## src/rtl/branch_ctrl_pkg.sv

```systemverilog
// Shared types and constants for the branch sequencer: op kinds, FSM states, branch funct3 codes.
package branch_ctrl_pkg;

  typedef enum logic [1:0] {
    BR_KIND_COND = 2'b00,
    BR_KIND_JAL  = 2'b01,
    BR_KIND_JALR = 2'b10,
    BR_KIND_RSVD = 2'b11
  } br_kind_e;

  typedef enum logic [1:0] {
    BRC_ST_IDLE  = 2'b00,
    BRC_ST_EVAL  = 2'b01,
    BRC_ST_REDIR = 2'b10,
    BRC_ST_FLUSH = 2'b11
  } brc_state_e;

  localparam logic [2:0] F3_BR_BEQ  = 3'b000;
  localparam logic [2:0] F3_BR_BNE  = 3'b001;
  localparam logic [2:0] F3_BR_BLT  = 3'b100;
  localparam logic [2:0] F3_BR_BGE  = 3'b101;
  localparam logic [2:0] F3_BR_BLTU = 3'b110;
  localparam logic [2:0] F3_BR_BGEU = 3'b111;

  function automatic logic is_jump_kind(input logic [1:0] kind);
    return (kind == BR_KIND_JAL) || (kind == BR_KIND_JALR);
  endfunction

endpackage

```

## src/rtl/branch_ctrl_if.sv

```systemverilog
// Bundle of the issue, branch_unit, redirect and retire signals around branch_ctrl.
interface branch_ctrl_if #(parameter int XLEN = 32);

  logic            br_valid_i;
  logic            br_ready_o;
  logic [1:0]      br_kind_i;
  logic [2:0]      br_f3_i;
  logic [XLEN-1:0] pc_i;
  logic [XLEN-1:0] imm_i;
  logic [XLEN-1:0] rs1_i;
  logic [XLEN-1:0] rs2_i;
  logic [2:0]      bu_f3_o;
  logic [XLEN-1:0] bu_op1_o;
  logic [XLEN-1:0] bu_op2_o;
  logic            bu_taken_i;
  logic            redirect_valid_o;
  logic [XLEN-1:0] redirect_pc_o;
  logic            redirect_ready_i;
  logic            flush_o;
  logic            done_o;
  logic            taken_o;
  logic            misalign_o;

  modport slave (
    input  br_valid_i, br_kind_i, br_f3_i, pc_i, imm_i, rs1_i, rs2_i,
           bu_taken_i, redirect_ready_i,
    output br_ready_o, bu_f3_o, bu_op1_o, bu_op2_o, redirect_valid_o,
           redirect_pc_o, flush_o, done_o, taken_o, misalign_o
  );

  modport master (
    output br_valid_i, br_kind_i, br_f3_i, pc_i, imm_i, rs1_i, rs2_i,
           bu_taken_i, redirect_ready_i,
    input  br_ready_o, bu_f3_o, bu_op1_o, bu_op2_o, redirect_valid_o,
           redirect_pc_o, flush_o, done_o, taken_o, misalign_o
  );

endinterface

```

## src/rtl/branch_ctrl_target_calc.sv

```systemverilog
// Combinational target, link address and misalignment flag for a latched branch/jump.
module br_target_calc
  import branch_ctrl_pkg::*;
#(
  parameter int XLEN = 32
) (
  input  logic [1:0]      kind,
  input  logic [XLEN-1:0] pc,
  input  logic [XLEN-1:0] imm,
  input  logic [XLEN-1:0] rs1,
  output logic [XLEN-1:0] target,
  output logic [XLEN-1:0] link,
  output logic            misalign
);

  logic [XLEN-1:0] sum_s;

  // JALR adds to rs1 and clears bit 0; everything else is PC-relative
  always_comb begin
    if (kind == BR_KIND_JALR) begin
      sum_s  = rs1 + imm;
      target = {sum_s[XLEN-1:1], 1'b0};
    end else begin
      sum_s  = pc + imm;
      target = sum_s;
    end
    link     = pc + {{(XLEN-3){1'b0}}, 3'b100};
    misalign = (target[1:0] != 2'b00);
  end

endmodule

```

## src/rtl/branch_ctrl.sv

```systemverilog
// Branch/jump sequencer: drives the shared comparator, resolves direction and redirects fetch.
// Optional backward-taken/forward-not-taken prediction model selected by BR_PRED_BTFN_EN.
module branch_ctrl
  import branch_ctrl_pkg::*;
#(
  parameter int XLEN         = 32,
  parameter int FLUSH_CYCLES = 2
) (
  input logic          clk,
  input logic          rst_n,
  branch_ctrl_if.slave bus
);

  localparam int CNT_W = $clog2(FLUSH_CYCLES) + 1;

  brc_state_e      state_r;
  brc_state_e      state_nxt_s;
  logic [1:0]      kind_r;
  logic [XLEN-1:0] pc_r;
  logic [XLEN-1:0] imm_r;
  logic [XLEN-1:0] rs1_r;
  logic [2:0]      bu_f3_r;
  logic [XLEN-1:0] bu_op1_r;
  logic [XLEN-1:0] bu_op2_r;
  logic [XLEN-1:0] redir_pc_r;
  logic            taken_r;
  logic [CNT_W-1:0] flush_cnt_r;

  logic [XLEN-1:0] target_s;
  logic [XLEN-1:0] link_s;
  logic            target_mis_s;
  logic            taken_s;
  logic            pred_s;
  logic            mispredict_s;
  logic            misalign_s;
  logic            eval_retire_s;
  logic            accept_s;
  logic            redir_ack_s;

  br_target_calc #(.XLEN(XLEN)) u_target_calc (
    .kind     (kind_r),
    .pc       (pc_r),
    .imm      (imm_r),
    .rs1      (rs1_r),
    .target   (target_s),
    .link     (link_s),
    .misalign (target_mis_s)
  );

  assign accept_s    = (state_r == BRC_ST_IDLE) && bus.br_valid_i;
  assign redir_ack_s = (state_r == BRC_ST_REDIR) && bus.redirect_ready_i;

  // Resolved direction versus the direction fetch assumed when it ran ahead
  always_comb begin
    case (kind_r)
      BR_KIND_COND: taken_s = bus.bu_taken_i;
      BR_KIND_JAL:  taken_s = 1'b1;
      BR_KIND_JALR: taken_s = 1'b1;
      default:      taken_s = 1'b0;
    endcase
`ifdef BR_PRED_BTFN_EN
    case (kind_r)
      BR_KIND_COND: pred_s = imm_r[XLEN-1];
      BR_KIND_JAL:  pred_s = 1'b1;
      default:      pred_s = 1'b0;
    endcase
`else
    pred_s = 1'b0;
`endif
    mispredict_s  = taken_s ^ pred_s;
    misalign_s    = taken_s & target_mis_s;
    eval_retire_s = misalign_s | ~mispredict_s;
  end

  // State register
  always_ff @(posedge clk) begin
    if (!rst_n) begin
      state_r <= BRC_ST_IDLE;
    end else begin
      state_r <= state_nxt_s;
    end
  end

  // Next-state logic
  always_comb begin
    state_nxt_s = state_r;
    case (state_r)
      BRC_ST_IDLE: begin
        if (bus.br_valid_i) state_nxt_s = BRC_ST_EVAL;
        else                state_nxt_s = BRC_ST_IDLE;
      end
      BRC_ST_EVAL: begin
        if (eval_retire_s) state_nxt_s = BRC_ST_IDLE;
        else               state_nxt_s = BRC_ST_REDIR;
      end
      BRC_ST_REDIR: begin
        if (bus.redirect_ready_i) state_nxt_s = BRC_ST_FLUSH;
        else                      state_nxt_s = BRC_ST_REDIR;
      end
      BRC_ST_FLUSH: begin
        if (flush_cnt_r == '0) state_nxt_s = BRC_ST_IDLE;
        else                   state_nxt_s = BRC_ST_FLUSH;
      end
      default: state_nxt_s = BRC_ST_IDLE;
    endcase
  end

  // Operand capture, redirect target hold and flush countdown
  always_ff @(posedge clk) begin
    if (!rst_n) begin
      kind_r      <= 2'b00;
      pc_r        <= '0;
      imm_r       <= '0;
      rs1_r       <= '0;
      bu_f3_r     <= 3'b000;
      bu_op1_r    <= '0;
      bu_op2_r    <= '0;
      redir_pc_r  <= '0;
      taken_r     <= 1'b0;
      flush_cnt_r <= '0;
    end else begin
      if (accept_s) begin
        kind_r <= bus.br_kind_i;
        pc_r   <= bus.pc_i;
        imm_r  <= bus.imm_i;
        rs1_r  <= bus.rs1_i;
        // Jumps do not use the comparator; park it on a fixed, harmless input
        if (is_jump_kind(bus.br_kind_i)) begin
          bu_f3_r  <= 3'b000;
          bu_op1_r <= '0;
          bu_op2_r <= '0;
        end else begin
          bu_f3_r  <= bus.br_f3_i;
          bu_op1_r <= bus.rs1_i;
          bu_op2_r <= bus.rs2_i;
        end
      end
      if ((state_r == BRC_ST_EVAL) && !eval_retire_s) begin
        redir_pc_r <= taken_s ? target_s : link_s;
        taken_r    <= taken_s;
      end
      if (redir_ack_s) begin
        flush_cnt_r <= CNT_W'(FLUSH_CYCLES - 1);
      end else if ((state_r == BRC_ST_FLUSH) && (flush_cnt_r != '0)) begin
        flush_cnt_r <= flush_cnt_r - CNT_W'(1);
      end
    end
  end

  assign bus.bu_f3_o       = bu_f3_r;
  assign bus.bu_op1_o      = bu_op1_r;
  assign bus.bu_op2_o      = bu_op2_r;
  assign bus.redirect_pc_o = redir_pc_r;

  // Handshake, retire and flush outputs decoded from the state
  always_comb begin
    bus.br_ready_o       = 1'b0;
    bus.redirect_valid_o = 1'b0;
    bus.flush_o          = 1'b0;
    bus.done_o           = 1'b0;
    bus.taken_o          = 1'b0;
    bus.misalign_o       = 1'b0;
    case (state_r)
      BRC_ST_IDLE: bus.br_ready_o = 1'b1;
      BRC_ST_EVAL: begin
        if (eval_retire_s) begin
          bus.done_o     = 1'b1;
          bus.taken_o    = taken_s;
          bus.misalign_o = misalign_s;
        end else begin
          bus.done_o     = 1'b0;
        end
      end
      BRC_ST_REDIR: begin
        bus.redirect_valid_o = 1'b1;
        bus.done_o           = bus.redirect_ready_i;
        bus.taken_o          = bus.redirect_ready_i & taken_r;
      end
      BRC_ST_FLUSH: bus.flush_o = 1'b1;
      default: bus.br_ready_o = 1'b0;
    endcase
  end

endmodule

```

## src/flat_wrapper.sv

```systemverilog
// flat-port wrapper written by rule: the top's interface ports become plain ports
module branch_ctrl_flat import branch_ctrl_pkg::*;
#(
  parameter int XLEN         = 32,
  parameter int FLUSH_CYCLES = 2
)
  (clk, rst_n, bus_br_valid_i, bus_br_kind_i, bus_br_f3_i, bus_pc_i, bus_imm_i, bus_rs1_i, bus_rs2_i, bus_bu_taken_i, bus_redirect_ready_i, bus_br_ready_o, bus_bu_f3_o, bus_bu_op1_o, bus_bu_op2_o, bus_redirect_valid_o, bus_redirect_pc_o, bus_flush_o, bus_done_o, bus_taken_o, bus_misalign_o);
  branch_ctrl_if #(.XLEN(XLEN)) bus_i ();
  input logic clk;
  input logic rst_n;
  input wire logic [$bits(bus_i.br_valid_i)-1:0] bus_br_valid_i;
  input wire logic [$bits(bus_i.br_kind_i)-1:0] bus_br_kind_i;
  input wire logic [$bits(bus_i.br_f3_i)-1:0] bus_br_f3_i;
  input wire logic [$bits(bus_i.pc_i)-1:0] bus_pc_i;
  input wire logic [$bits(bus_i.imm_i)-1:0] bus_imm_i;
  input wire logic [$bits(bus_i.rs1_i)-1:0] bus_rs1_i;
  input wire logic [$bits(bus_i.rs2_i)-1:0] bus_rs2_i;
  input wire logic [$bits(bus_i.bu_taken_i)-1:0] bus_bu_taken_i;
  input wire logic [$bits(bus_i.redirect_ready_i)-1:0] bus_redirect_ready_i;
  output wire logic [$bits(bus_i.br_ready_o)-1:0] bus_br_ready_o;
  output wire logic [$bits(bus_i.bu_f3_o)-1:0] bus_bu_f3_o;
  output wire logic [$bits(bus_i.bu_op1_o)-1:0] bus_bu_op1_o;
  output wire logic [$bits(bus_i.bu_op2_o)-1:0] bus_bu_op2_o;
  output wire logic [$bits(bus_i.redirect_valid_o)-1:0] bus_redirect_valid_o;
  output wire logic [$bits(bus_i.redirect_pc_o)-1:0] bus_redirect_pc_o;
  output wire logic [$bits(bus_i.flush_o)-1:0] bus_flush_o;
  output wire logic [$bits(bus_i.done_o)-1:0] bus_done_o;
  output wire logic [$bits(bus_i.taken_o)-1:0] bus_taken_o;
  output wire logic [$bits(bus_i.misalign_o)-1:0] bus_misalign_o;
  assign bus_i.br_valid_i = bus_br_valid_i;
  assign bus_i.br_kind_i = bus_br_kind_i;
  assign bus_i.br_f3_i = bus_br_f3_i;
  assign bus_i.pc_i = bus_pc_i;
  assign bus_i.imm_i = bus_imm_i;
  assign bus_i.rs1_i = bus_rs1_i;
  assign bus_i.rs2_i = bus_rs2_i;
  assign bus_i.bu_taken_i = bus_bu_taken_i;
  assign bus_i.redirect_ready_i = bus_redirect_ready_i;
  assign bus_br_ready_o = bus_i.br_ready_o;
  assign bus_bu_f3_o = bus_i.bu_f3_o;
  assign bus_bu_op1_o = bus_i.bu_op1_o;
  assign bus_bu_op2_o = bus_i.bu_op2_o;
  assign bus_redirect_valid_o = bus_i.redirect_valid_o;
  assign bus_redirect_pc_o = bus_i.redirect_pc_o;
  assign bus_flush_o = bus_i.flush_o;
  assign bus_done_o = bus_i.done_o;
  assign bus_taken_o = bus_i.taken_o;
  assign bus_misalign_o = bus_i.misalign_o;
  branch_ctrl #(.XLEN(XLEN), .FLUSH_CYCLES(FLUSH_CYCLES)) u_core (.clk(clk), .rst_n(rst_n), .bus(bus_i));
endmodule
```

## config.mk

```make
export PLATFORM = sky130hd
export DESIGN_NAME = branch_ctrl_flat
export DESIGN_NICKNAME = d
export VERILOG_FILES = /design/src/rtl/branch_ctrl_pkg.sv /design/src/rtl/branch_ctrl_if.sv /design/src/rtl/branch_ctrl_target_calc.sv /design/src/rtl/branch_ctrl.sv /design/src/flat_wrapper.sv
export SDC_FILE = /design/constraint.sdc
export NUM_CORES = 1
export LEC_CHECK = 0
export ABC_AREA = 1
export CAP_MARGIN = 10
export CORE_ASPECT_RATIO = 2
export CORE_MARGIN = 4
export CORE_UTILIZATION = 55
export DETAILED_ROUTE_END_ITERATION = 10
export GPL_ROUTABILITY_DRIVEN = 0
export GPL_TIMING_DRIVEN = 0
export PLACE_DENSITY = 0.88
export SLEW_MARGIN = 10
export SYNTH_ARGS = -nofsm -noshare
export SYNTH_HDL_FRONTEND = slang
export SYNTH_SLANG_ARGS = --single-unit
```

## constraint.sdc

```tcl
create_clock -name clk -period 3.8 [get_ports clk]
set_input_delay 0.57 -clock clk [delete_from_list [all_inputs] [get_ports clk]]
set_output_delay 0.57 -clock clk [all_outputs]
set_load 0.01 [all_outputs]
```

==> results.py <==
metrics = {
    "cts": {
        "cts.root.buffer_cell": "sky130_fd_sc_hd__clkbuf_16",
        "path_clk_slew_ns": 0.07,
        "cts.path.max_buffers": 3,
        "cts_tree": "built",
        "cts_hold_repair.buffers": 0,
        "cts-buffers-inserted": 19,
        "cts_resized": 0,
        "htree_num_levels": 1,
        "cts.sinks": 202,
        "post_cts.repair.setup_buffers": 0,
        "insertion_delay_ns": 0.53,
    },
    "global_route": {
        "grt_max_degree": 17,
        "grt-ovfl-total": 0,
        "grt_first_pass_wirelength_um": 69600,
        "antenna_violations_before_repair": 0,
        "grt.total_usage_pct": 35.6,
        "first_global_vias": 14200,
    },
    "power_and_ir_drop": {
        "power_switching_share_pct": 31.1,
        "power_per_cell_area_nw_per_um2": 373,
        "irDropWorstVdd_v": 0.000457,
        "internal_power_w": 0.00405,
        "seq_power_share_pct": 40.4,
        "power.leakage_nw": 7.68,
        "p_comb_share_pct": 24.0,
        "power.switching_w": 0.00183,
        "p_clk_share_pct": 35.5,
    },
    "finish": {
        "multi_input_comb_area_um2": 6940,
        "layout.area.seq_um2": 4040,
        "finalNonFillerCells": 2536,
        "n_antenna_cell": 0,
        "area_growth_syn_to_layout_pct": 28.0,
        "finish.net_count": 2456,
        "ratio_of_cells_with_drive_above_1_in_the_final_layout_pct": 4.91,
        "filler_cell_count": 1810,
    },
    "drt": {
        "post_drt_wl_per_cell_um": 17.8,
        "viasPerCell": 5.51,
        "detail_route.wirelength.met1_um": 14100,
        "vias": 14000,
        "drt-pass1-iter-count": 8,
        "wl_met2_um": 23100,
        "drt_iter0_markers": 754,
        "wl_met3_um": 3540,
        "maxUsedRoutingLayer": "met4",
        "drtAntennaViolNets": 0,
        "drc": 0,
        "wl_um": 45200,
    },
    "logic_synthesis": {
        "basic_gate_share_of_the_synthesized_area_counting_and_or_nand_and_nor_cells_pct": 35.1,
        "synth-seq-area-share_pct": 32.9,
        "synth.cells.most_frequent": "612 x sky130_fd_sc_hd__nand2_1, 250 x sky130_fd_sc_hd__inv_1, 239 x sky130_fd_sc_hd__nor2_1",
        "combinational_family_with_the_most_area_after_synthesis": "simple AND/OR/NAND/NOR gates",
        "postSynth.topFlopCell": "sky130_fd_sc_hd__dfxtp_1",
        "synth_compound_area_share_pct": 13.0,
        "synthTopCellsByArea": "sky130_fd_sc_hd__dfxtp_1 33%, sky130_fd_sc_hd__nand2_1 19%, sky130_fd_sc_hd__inv_1 7.6%",
        "post_synth_mux_area_share_pct": 0,
        "syn_avg_cell_area_um2": 6.20,
        "async_set_or_reset_flop_fraction_in_the_synthesized_netlist_pct": 0,
        "post_synth_instance_area_um2": 12300,
        "synthDominantAreaCellType": "sky130_fd_sc_hd__dfxtp_1",
        "synth_fa_ha_area_share_pct": 7.34,
        "synth.most_common_cell": "sky130_fd_sc_hd__nand2_1",
        "yosys_register_bits": 202,
        "edff_count_synth": 0,
        "ys.warnings.count": 0,
        "yosys.area_share.xor_xnor_pct": 0.925,
        "yosys.area.top_type_share_pct": 32.9,
        "syn_nets": 2193,
        "synth_cell_types": 39,
        "postSynthCellCount": 1984,
    },
    "critical_path": {
        "ff2ff_setup_slack_ns": 1.35,
        "cp_common_cell": "sky130_fd_sc_hd__nand2_1",
        "worst_setup_path_start_kind": "flop",
        "critical_path_class": "reg -> out",
        "required_ns": 3.23,
        "critical-path-slowest-cell": "sky130_fd_sc_hd__clkdlybuf4s50_1",
        "worst_setup_path_end_kind": "primary output",
        "critPathArrivalTime_ns": 2.78,
        "timing.critical_path.fanout_max": 3,
        "critical_path.cell_chain": "ha_1 > fa_1 > nand2_1 > and3_4 > nand2_1 > nand2_1 > a21oi_1 > clkdlybuf4s50_1",
        "slowest_stage_delay_on_critical_path_ns": 0.60,
    },
    "placed_design": {
        "dpl.cell_count": 2502,
        "io_buffer_count": 242,
        "hpwl_after_detailed_placement_um": 36000,
    },
    "sta": {
        "hold_violations": 0,
        "final_min_period_over_clock_period_pct": 88.2,
        "finalCriticalPeriod_ns": 3.35,
        "finalMaxSlewViolations": 0,
        "max_clock_freq_mhz": 298,
        "worst_slew_margin_rel_pct": 43.0,
        "fin_worst_skew_ns": 0.0402,
        "timing.setup.tns_ns": 0,
        "max_slew.worst_pin.slew_ns": 0.855,
        "setup_repair_after_global_routing_missed_its_margin": "no",
        "setup_violations": 0,
    },
    "die": {
        "io_pins": 243,
        "core.rowCount": 77,
        "die_area_um2": 25000,
        "initial_core_util_pct": 55.8,
        "die_x_um": 114,
        "floorplan.core_area_um2": 22100,
        "die-height_um": 220,
    },
    "run_status": {
        "outcome": "finished clean",
    },
    "run": {
        "max_cap_viol_count": 0,
    },
    "worst_hold_path": {
        "min-delay-path-class": "reg -> reg",
    },
}
[logic make-up (layout without fill, tap and decap cells)]
kind of cell    after synthesis  in the layout
simple gates               1049           1049
buf+inv                     337            613
compound gates              312            312
flops                       202            202
fa+ha+maj                    71             71
xor+xnor                     13             13
[flip-flops by register name (all words and copies together) (netlist names), 3 cells and up]
| name | cells |
|---|---|
| u_core.rs1_r | 32 |
| u_core.pc_r | 32 |
| u_core.bus.bu_f3_o | 3 |
| u_core.bus.redirect_pc_o | 32 |
| u_core.bus.bu_op1_o | 32 |
| u_core.imm_r | 32 |
| u_core.bus.bu_op2_o | 32 |
[worst max-delay path, delay by kind of cell (launching register included)]
family | cells | cell delay, ns
AOI/OAI and AO/OA | 1 | 0.22
adders and majority gates | 2 | 0.71
buffers and inverters | 1 | 0.60
DFF | 1 | 0.35
and+or+nand+nor | 4 | 0.40
[path summary, 6_finish.rpt]
| path | cells after the start | startpoint | to |
|---|---|---|---|
| setup / recovery | 8 | u_core.imm_r[0] | bus_done_o |
| hold / removal | 2 | u_core.bus.redirect_pc_o[1] | u_core.bus.redirect_pc_o[1] |
| setup reg to reg | 7 | u_core.state_r[0] | u_core.bus.bu_op1_o[2] |
| hold reg to reg | 2 | u_core.bus.redirect_pc_o[1] | u_core.bus.redirect_pc_o[1] |
[power by group through the flow]
stage	Sequential (W)	Clock [W]	Combinational, W
finish	0.00238	0.00209	0.00141
global route	0.00239	0.00219	0.00155
floorplan	0.00241	0	0.000779
CTS	0.00237	0.00210	0.00139
detailed placement	0.00242	0	0.00137
global placement	0.00241	0	0.00134
[layer usage]
metal,up-vias,track usage (%)
li1,6775,-
met1,6263,31.6
met2,681,65.5
met3,252,8.13
met4,0,31.3
met5,-,0
[area by class of cell]
type / instances / share of cell area (%)
Clock inverter: 11 / 0.953
Tap cell: 276 / 2.19
Buffer: 76 / 2.15
Timing Repair Buffer: 242 / 15.4
Sequential cell: 202 / 25.7
Multi-Input combinational cell: 1445 / 44.1
Clock buffer: 23 / 3.37
Inverter: 261 / 6.24
[layout by cell type, fill, tap and decap left out, types with 2 or more instances in the layout]
cell and n:
sky130_fd_sc_hd__a21oi_1 171, sky130_fd_sc_hd__and2_1 2, sky130_fd_sc_hd__and3_1 3, sky130_fd_sc_hd__buf_2 25
sky130_fd_sc_hd__buf_4 4, sky130_fd_sc_hd__bufinv_16 3, sky130_fd_sc_hd__clkbuf_1 45, sky130_fd_sc_hd__clkbuf_16 19
sky130_fd_sc_hd__clkbuf_8 4, sky130_fd_sc_hd__clkdlybuf4s50_1 242, sky130_fd_sc_hd__clkinvlp_4 5, sky130_fd_sc_hd__dfxtp_1 202
sky130_fd_sc_hd__fa_1 2, sky130_fd_sc_hd__ha_1 69, sky130_fd_sc_hd__inv_1 250, sky130_fd_sc_hd__inv_2 10
sky130_fd_sc_hd__nand2_1 612, sky130_fd_sc_hd__nand2_2 15, sky130_fd_sc_hd__nand3_1 128, sky130_fd_sc_hd__nand3_2 3
sky130_fd_sc_hd__nand3b_1 15, sky130_fd_sc_hd__nand4_1 7, sky130_fd_sc_hd__nor2_1 239, sky130_fd_sc_hd__nor2_2 12
sky130_fd_sc_hd__nor3_1 7, sky130_fd_sc_hd__o211ai_1 4, sky130_fd_sc_hd__o21ai_0 125, sky130_fd_sc_hd__o21ai_1 2
sky130_fd_sc_hd__o21bai_1 6, sky130_fd_sc_hd__xnor2_1 4, sky130_fd_sc_hd__xor2_1 9
[metrics by stage]
step	area, um2	hold WS, ns	worst slack, ns	util, %	power, W
2_1_floorplan	12300	0.441	1.61	-	0.00319
3_3_place_gp	15100	0.429	0.881	68.3	0.00376
3_5_place_dp	15100	0.430	0.859	68.3	0.00379
4_1_cts	15800	0.443	0.457	71.4	0.00585
5_1_grt	15800	0.458	0.385	71.4	0.00613
6_report	15800	0.440	0.449	71.4	0.00588
Note: power is estimated with default switching activity, not from simulation.
